**src/rtl/pc_ras_unit.sv**
```systemverilog
// pc_ras_unit
// -----------
// Fetch-stage program counter with a circular return-address stack (RAS).
// Each rising edge loads pc from next_pc. next_pc is chosen by fixed
// priority: trap, stall, taken branch, predicted return, jump, and finally
// sequential (pc + INSTR_BYTES).
//
// Ports:
//   clk            clock; all state changes on the rising edge
//   reset          synchronous reset, active low
//   stall          hold pc; overridden only by trap
//   trap           redirect to TRAP_VECTOR
//   branch_taken   taken conditional branch, target on branch_tgt
//   jump           unconditional jump, target on jump_tgt
//   is_call        jump is a call: push pc + INSTR_BYTES
//   is_ret         jump is a return: pop the RAS and use its top as target
//   pc             registered fetch PC
//   next_pc        combinational PC loaded on the next edge
//   ras_empty      RAS holds no entries
//   ras_full       RAS holds RAS_DEPTH entries
//   ras_overflow   sticky; a push overwrote the oldest valid entry
//   ras_underflow  one-cycle pulse after a return found the RAS empty
//   misalign       (PC_MISALIGN_TRAP_EN only) one-cycle pulse after a
//                  misaligned branch/jump target was turned into a trap
//
// Build option PC_MISALIGN_TRAP_EN: when defined, a selected branch or jump
// target with nonzero bits [1:0] redirects to TRAP_VECTOR and pulses
// misalign. When undefined, target bits [1:0] are cleared.

module pc_ras_unit #(
   parameter int unsigned     XLEN         = 32,
   parameter logic [XLEN-1:0] RESET_VECTOR = 32'h0000_0000,
   parameter logic [XLEN-1:0] TRAP_VECTOR  = 32'h0000_0100,
   parameter int unsigned     INSTR_BYTES  = 4,
   parameter int unsigned     RAS_DEPTH    = 4
) (
   input  logic            clk,
   input  logic            reset,
   input  logic            stall,
   input  logic            trap,
   input  logic            branch_taken,
   input  logic [XLEN-1:0] branch_tgt,
   input  logic            jump,
   input  logic [XLEN-1:0] jump_tgt,
   input  logic            is_call,
   input  logic            is_ret,
   output logic [XLEN-1:0] pc,
   output logic [XLEN-1:0] next_pc,
   output logic            ras_empty,
   output logic            ras_full,
   output logic            ras_overflow,
   output logic            ras_underflow
`ifdef PC_MISALIGN_TRAP_EN
   ,
   output logic            misalign
`endif
);

   localparam int unsigned   PW      = (RAS_DEPTH > 1) ? $clog2(RAS_DEPTH) : 1;
   localparam int unsigned   CW      = $clog2(RAS_DEPTH + 1);
   localparam logic [CW-1:0] DEPTH_C = CW'(RAS_DEPTH);
   localparam logic [XLEN-1:0] STEP  = XLEN'(INSTR_BYTES);
`ifndef PC_MISALIGN_TRAP_EN
   localparam logic [XLEN-1:0] ALIGN_MASK = ~XLEN'(3);
`endif

   // ras_ptr is the next free slot, so the top entry sits at ras_ptr - 1.
   // The pointer wraps naturally because RAS_DEPTH is a power of two.
   logic [XLEN-1:0] ras_mem [RAS_DEPTH];
   logic [PW-1:0]   ras_ptr;
   logic [PW-1:0]   top_idx;
   logic [CW-1:0]   ras_count;

   logic [XLEN-1:0] seq_pc;
   logic [XLEN-1:0] ras_top;
   logic [XLEN-1:0] branch_sel;
   logic [XLEN-1:0] jump_sel;
   logic            jump_path;
   logic            do_push;
   logic            do_pop;
   logic            do_replace;
   logic            underflow_d;
`ifdef PC_MISALIGN_TRAP_EN
   logic            misalign_d;
`endif

   assign top_idx   = ras_ptr - PW'(1);
   assign ras_top   = ras_mem[top_idx];
   assign seq_pc    = pc + STEP;
   assign ras_empty = (ras_count == '0);
   assign ras_full  = (ras_count == DEPTH_C);

`ifdef PC_MISALIGN_TRAP_EN
   assign branch_sel = branch_tgt;
   assign jump_sel   = jump_tgt;
`else
   assign branch_sel = branch_tgt & ALIGN_MASK;
   assign jump_sel   = jump_tgt & ALIGN_MASK;
`endif

   // Next-PC priority selection. jump_path marks the cycles on which the
   // jump source actually wins; only those cycles may touch the RAS.
   always_comb begin
      next_pc   = seq_pc;
      jump_path = 1'b0;
`ifdef PC_MISALIGN_TRAP_EN
      misalign_d = 1'b0;
`endif
      if (!reset) begin
         next_pc = RESET_VECTOR;
      end else if (trap) begin
         next_pc = TRAP_VECTOR;
      end else if (stall) begin
         next_pc = pc;
      end else if (branch_taken) begin
         next_pc = branch_sel;
`ifdef PC_MISALIGN_TRAP_EN
         if (branch_sel[1:0] != 2'b00) begin
            next_pc    = TRAP_VECTOR;
            misalign_d = 1'b1;
         end
`endif
      end else if (jump && is_ret && !ras_empty) begin
         next_pc   = ras_top;
         jump_path = 1'b1;
      end else if (jump) begin
         next_pc   = jump_sel;
         jump_path = 1'b1;
`ifdef PC_MISALIGN_TRAP_EN
         if (jump_sel[1:0] != 2'b00) begin
            next_pc    = TRAP_VECTOR;
            misalign_d = 1'b1;
            jump_path  = 1'b0;
         end
`endif
      end
   end

   // A call+ret pair on a non-empty stack swaps the top entry in place;
   // on an empty stack it degrades to an ordinary push.
   always_comb begin
      do_push     = jump_path && is_call && !(is_ret && !ras_empty);
      do_replace  = jump_path && is_call && is_ret && !ras_empty;
      do_pop      = jump_path && is_ret && !is_call && !ras_empty;
      underflow_d = jump_path && is_ret && !is_call && ras_empty;
   end

   // PC, stack pointer/count and status flags. When full, the push lands on
   // the oldest slot (ras_ptr already points there) and count stays put.
   always_ff @(posedge clk) begin
      if (!reset) begin
         pc            <= RESET_VECTOR;
         ras_ptr       <= '0;
         ras_count     <= '0;
         ras_overflow  <= 1'b0;
         ras_underflow <= 1'b0;
`ifdef PC_MISALIGN_TRAP_EN
         misalign      <= 1'b0;
`endif
      end else begin
         pc            <= next_pc;
         ras_underflow <= underflow_d;
`ifdef PC_MISALIGN_TRAP_EN
         misalign      <= misalign_d;
`endif
         if (do_push) begin
            ras_ptr <= ras_ptr + PW'(1);
            if (ras_full) begin
               ras_overflow <= 1'b1;
            end else begin
               ras_count <= ras_count + CW'(1);
            end
         end else if (do_pop) begin
            ras_ptr   <= top_idx;
            ras_count <= ras_count - CW'(1);
         end
      end
   end

   // Stack storage needs no reset; entries are only read while count > 0.
   always_ff @(posedge clk) begin
      if (do_push) begin
         ras_mem[ras_ptr] <= seq_pc;
      end else if (do_replace) begin
         ras_mem[top_idx] <= seq_pc;
      end
   end

endmodule
```
**config.mk**
```make
export PLATFORM = sky130hd
export DESIGN_NAME = pc_ras_unit
export DESIGN_NICKNAME = d
export VERILOG_FILES = /design/src/rtl/pc_ras_unit.sv
export SDC_FILE = /design/constraint.sdc
export NUM_CORES = 1
export LEC_CHECK = 0
export BUFFER_PORTS_ARGS = -buffer_cell sky130_fd_sc_hd__buf_2
export CORE_MARGIN = 2
export CORE_UTILIZATION = 35
export DETAILED_ROUTE_END_ITERATION = 7
export PLACE_DENSITY = 0.51
export SYNTH_ARGS = -nofsm -noshare
export SYNTH_HDL_FRONTEND = slang
export SYNTH_SLANG_ARGS = --single-unit
```
**constraint.sdc**
```tcl
create_clock -name clk -period 3.7 [get_ports clk]
set_input_delay 0.555 -clock clk [delete_from_list [all_inputs] [get_ports clk]]
set_output_delay 0.555 -clock clk [all_outputs]
set_load 0.01 [all_outputs]
```
==> impl_metrics.yaml <==
outcome:
  outcome: "completed"
cells_and_area:
  nNetsFinal: 848
  fillCellCount: 2097
  area_growth_pct: 22.3
  drive_above_1_share: 0.320
  design_area_sq_um: 9730
logic_synthesis:
  ys.flop_type: "edfxtp_1"
  synth_nets: 700
  async_flop_share: 0
  synthTopCellsByArea: "edfxtp_1 (48%), dfxtp_1 (9.8%), mux4_2 (9.1%)"
  synthCells: 626
  synth_cell_types: 60
  syn_area_sq_um: 7950
  yosys.area.top_type: "edfxtp_1"
  synth-edff-count: 128
  yosys.area.top_type_share: 0.483
  synthTopCellsByCount: "edfxtp_1 (128), nand2_1 (61), a21oi_1 (48)"
  ys_warn_count: 0
  synth_most_common_cell: "edfxtp_1"
  synth.yosys.seq_area_share: 0.581
  synth-seq-cells: 167
  syn_area_per_cell_sq_um: 12.7
cts:
  cts-hold-fix-buffers: 0
  cts.sinks: 167
  cts_tree: "built"
  clock_latency_ns: 0.44
  cts_buffers: 17
  cts_setup_buffers: 0
  path_clk_slew_ns: 0.07
  cts_buffer_depth: 2
  cts-resized-gates: 0
  h-tree-depth: 4
  root_buffer: "clkbuf_16"
placed_design:
  dp_hpwl_microns: 17400
  postPlaceCellArea_sq_um: 9110
  portBuffers: 135
  place.gp.congestion: 0.819
power:
  p_leak_nw: 3.57
  power_density_nw_per_um2: 432
  max-vdd-ir-drop_uv: 238
  total_power_mw: 4.21
die:
  rows: 55
  die_w_microns: 155
  die-area_sq_um: 23900
  start_util: 0.353
  die_h_microns: 155
  coreArea_sq_um: 22500
  io_pins: 140
detailed_routing:
  finalWirelength_microns: 24900
  drt-pass1-iter-count: 5
  drtIter0Drc: 607
  antenna_left: 0
  wire_per_inst_microns: 23.2
  vias: 6175
  avgViaCountPerCell: 5.75
  drcViolationCount: 0
worst_setup_path:
  required_ns: 3.14
  slowest_delay_ns: 0.66
  cp_cell_sequence: "and4_1 > and3_1 > nand4_1 > mux2i_1 > a2111oi_0 > buf_2"
  critical_path_class: "reg2out"
  path_max_fanout: 5
  cp_top_family: "simple AND/OR/NAND/NOR gates"
  start_kind: "flop"
  cp-end-kind: "primary output"
  path_buf_inv: 1
  slowest_stage: "a2111oi_0"
  cp.arrival_ns: 2.86
sta:
  worstMarginPinSlew_ns: 0.743
  tns_ns: 0
  fmax_mhz: 293
  rsz0062_at_grt: "no"
  relSlewSlack: 0.503
  fin_crit_ns: 3.42
  finClkSkew_ns: 0.0135
  fin_crit_sh: 0.923
  finalMaxSlewViolations: 0
  hold_violations: 0
  setup_violations: 0
global_routing:
  grt_pass1_wl_microns: 37400
  grt_antenna_before_repair: 0
  grtUsageTotal: 0.211
  overflow: 0
  grt_max_degree: 33
  grt_pass1_vias: 6242
min_path:
  hold_class: "in2reg"
flow_run:
  cap_violations: 0
## path summary, 6_finish.rpt
| path | start | endpoint | slack [ns] | cells past startpoint |
|---|---|---|---|---|
| hold / removal | is_ret | ras_underflow | 0.38 | 3 |
| setup reg to reg | ras_count[0] | ras_count[2] | 1.28 | 8 |
| hold reg to reg | ras_overflow | ras_overflow | 0.52 | 2 |
| setup / recovery | pc[22] | next_pc[30] | 0.28 | 6 |
## through the flow
step	hold WS, ns	std cells	setup WS (ns)	util
after floorplan	0.507	626	0.317	-
after global placement	0.471	1040	0.642	0.405
after CTS	0.370	1072	0.334	0.432
after global routing	0.384	1072	0.161	0.432
final	0.380	1073	0.284	0.432
after detailed placement	0.490	1040	0.639	0.405
## power by group
part	internal, mW	switching (mW)	total [mW]	leakage [nW]
registers	2.03	0.0278	2.05	1.45
logic	0.119	0.190	0.309	1.82
clock network	1.03	0.816	1.84	0.299
## final cells by class
cell class	instances	area, sq um	area share
sequential	167	4630	0.475
multi-input combinational	410	3150	0.324
timing repair buffer	169	943	0.0970
clock buffer	17	425	0.0437
tap	285	357	0.0367
clock inverter	15	186	0.0192
inverter	9	33.8	0.00347
antenna	1	2.50	0.000257
## kinds of logic after synthesis
family,count (synthesis),synth area share
buffers and inverters,49,0.0252
muxes,39,0.0994
and+or+nand+nor,181,0.118
adders and majority gates,2,0.00409
DFF,167,0.581
AOI/OAI and AO/OA,159,0.139
xor gates and xnor gates,29,0.0329
## worst min-delay path: stages
cell and delay, ns:
buf_2 0.13, nand2_1 0.06, nor3_1 0.04
## registers in the layout (all words and copies together), names as in the netlist
signal / cells
ras_underflow: 1
ras_overflow: 1
ras_ptr: 2
pc: 32
ras_count: 3
ras_mem: 128
## cells in the final DEF (no fill, tap or decap), types with 5 or more instances in the layout
cell type and count:
nand4_1 8, a21oi_1 48, clkbuf_16 17, nand3_1 25
o21a_1 15, o21ai_0 16, xor2_1 8, o22ai_1 11
edfxtp_1 128, buf_2 135, o221ai_1 5, nor4_1 8
buf_4 33, a221o_1 10, mux4_2 32, mux2i_1 7
nand2_1 61, nor2_1 20, a22oi_1 8, xnor2_1 20
inv_1 9, and3_1 14, nor3_1 13, a22o_1 7
dfxtp_1 38
## per-layer routing
metal,track usage,wire (microns),share of wire
met4,0.0582,403,0.016
met5,0,0,0
met1,0.291,11100,0.45
met3,0.0462,1570,0.063
met2,0.338,11900,0.48
(Power assumes the default switching activity.)
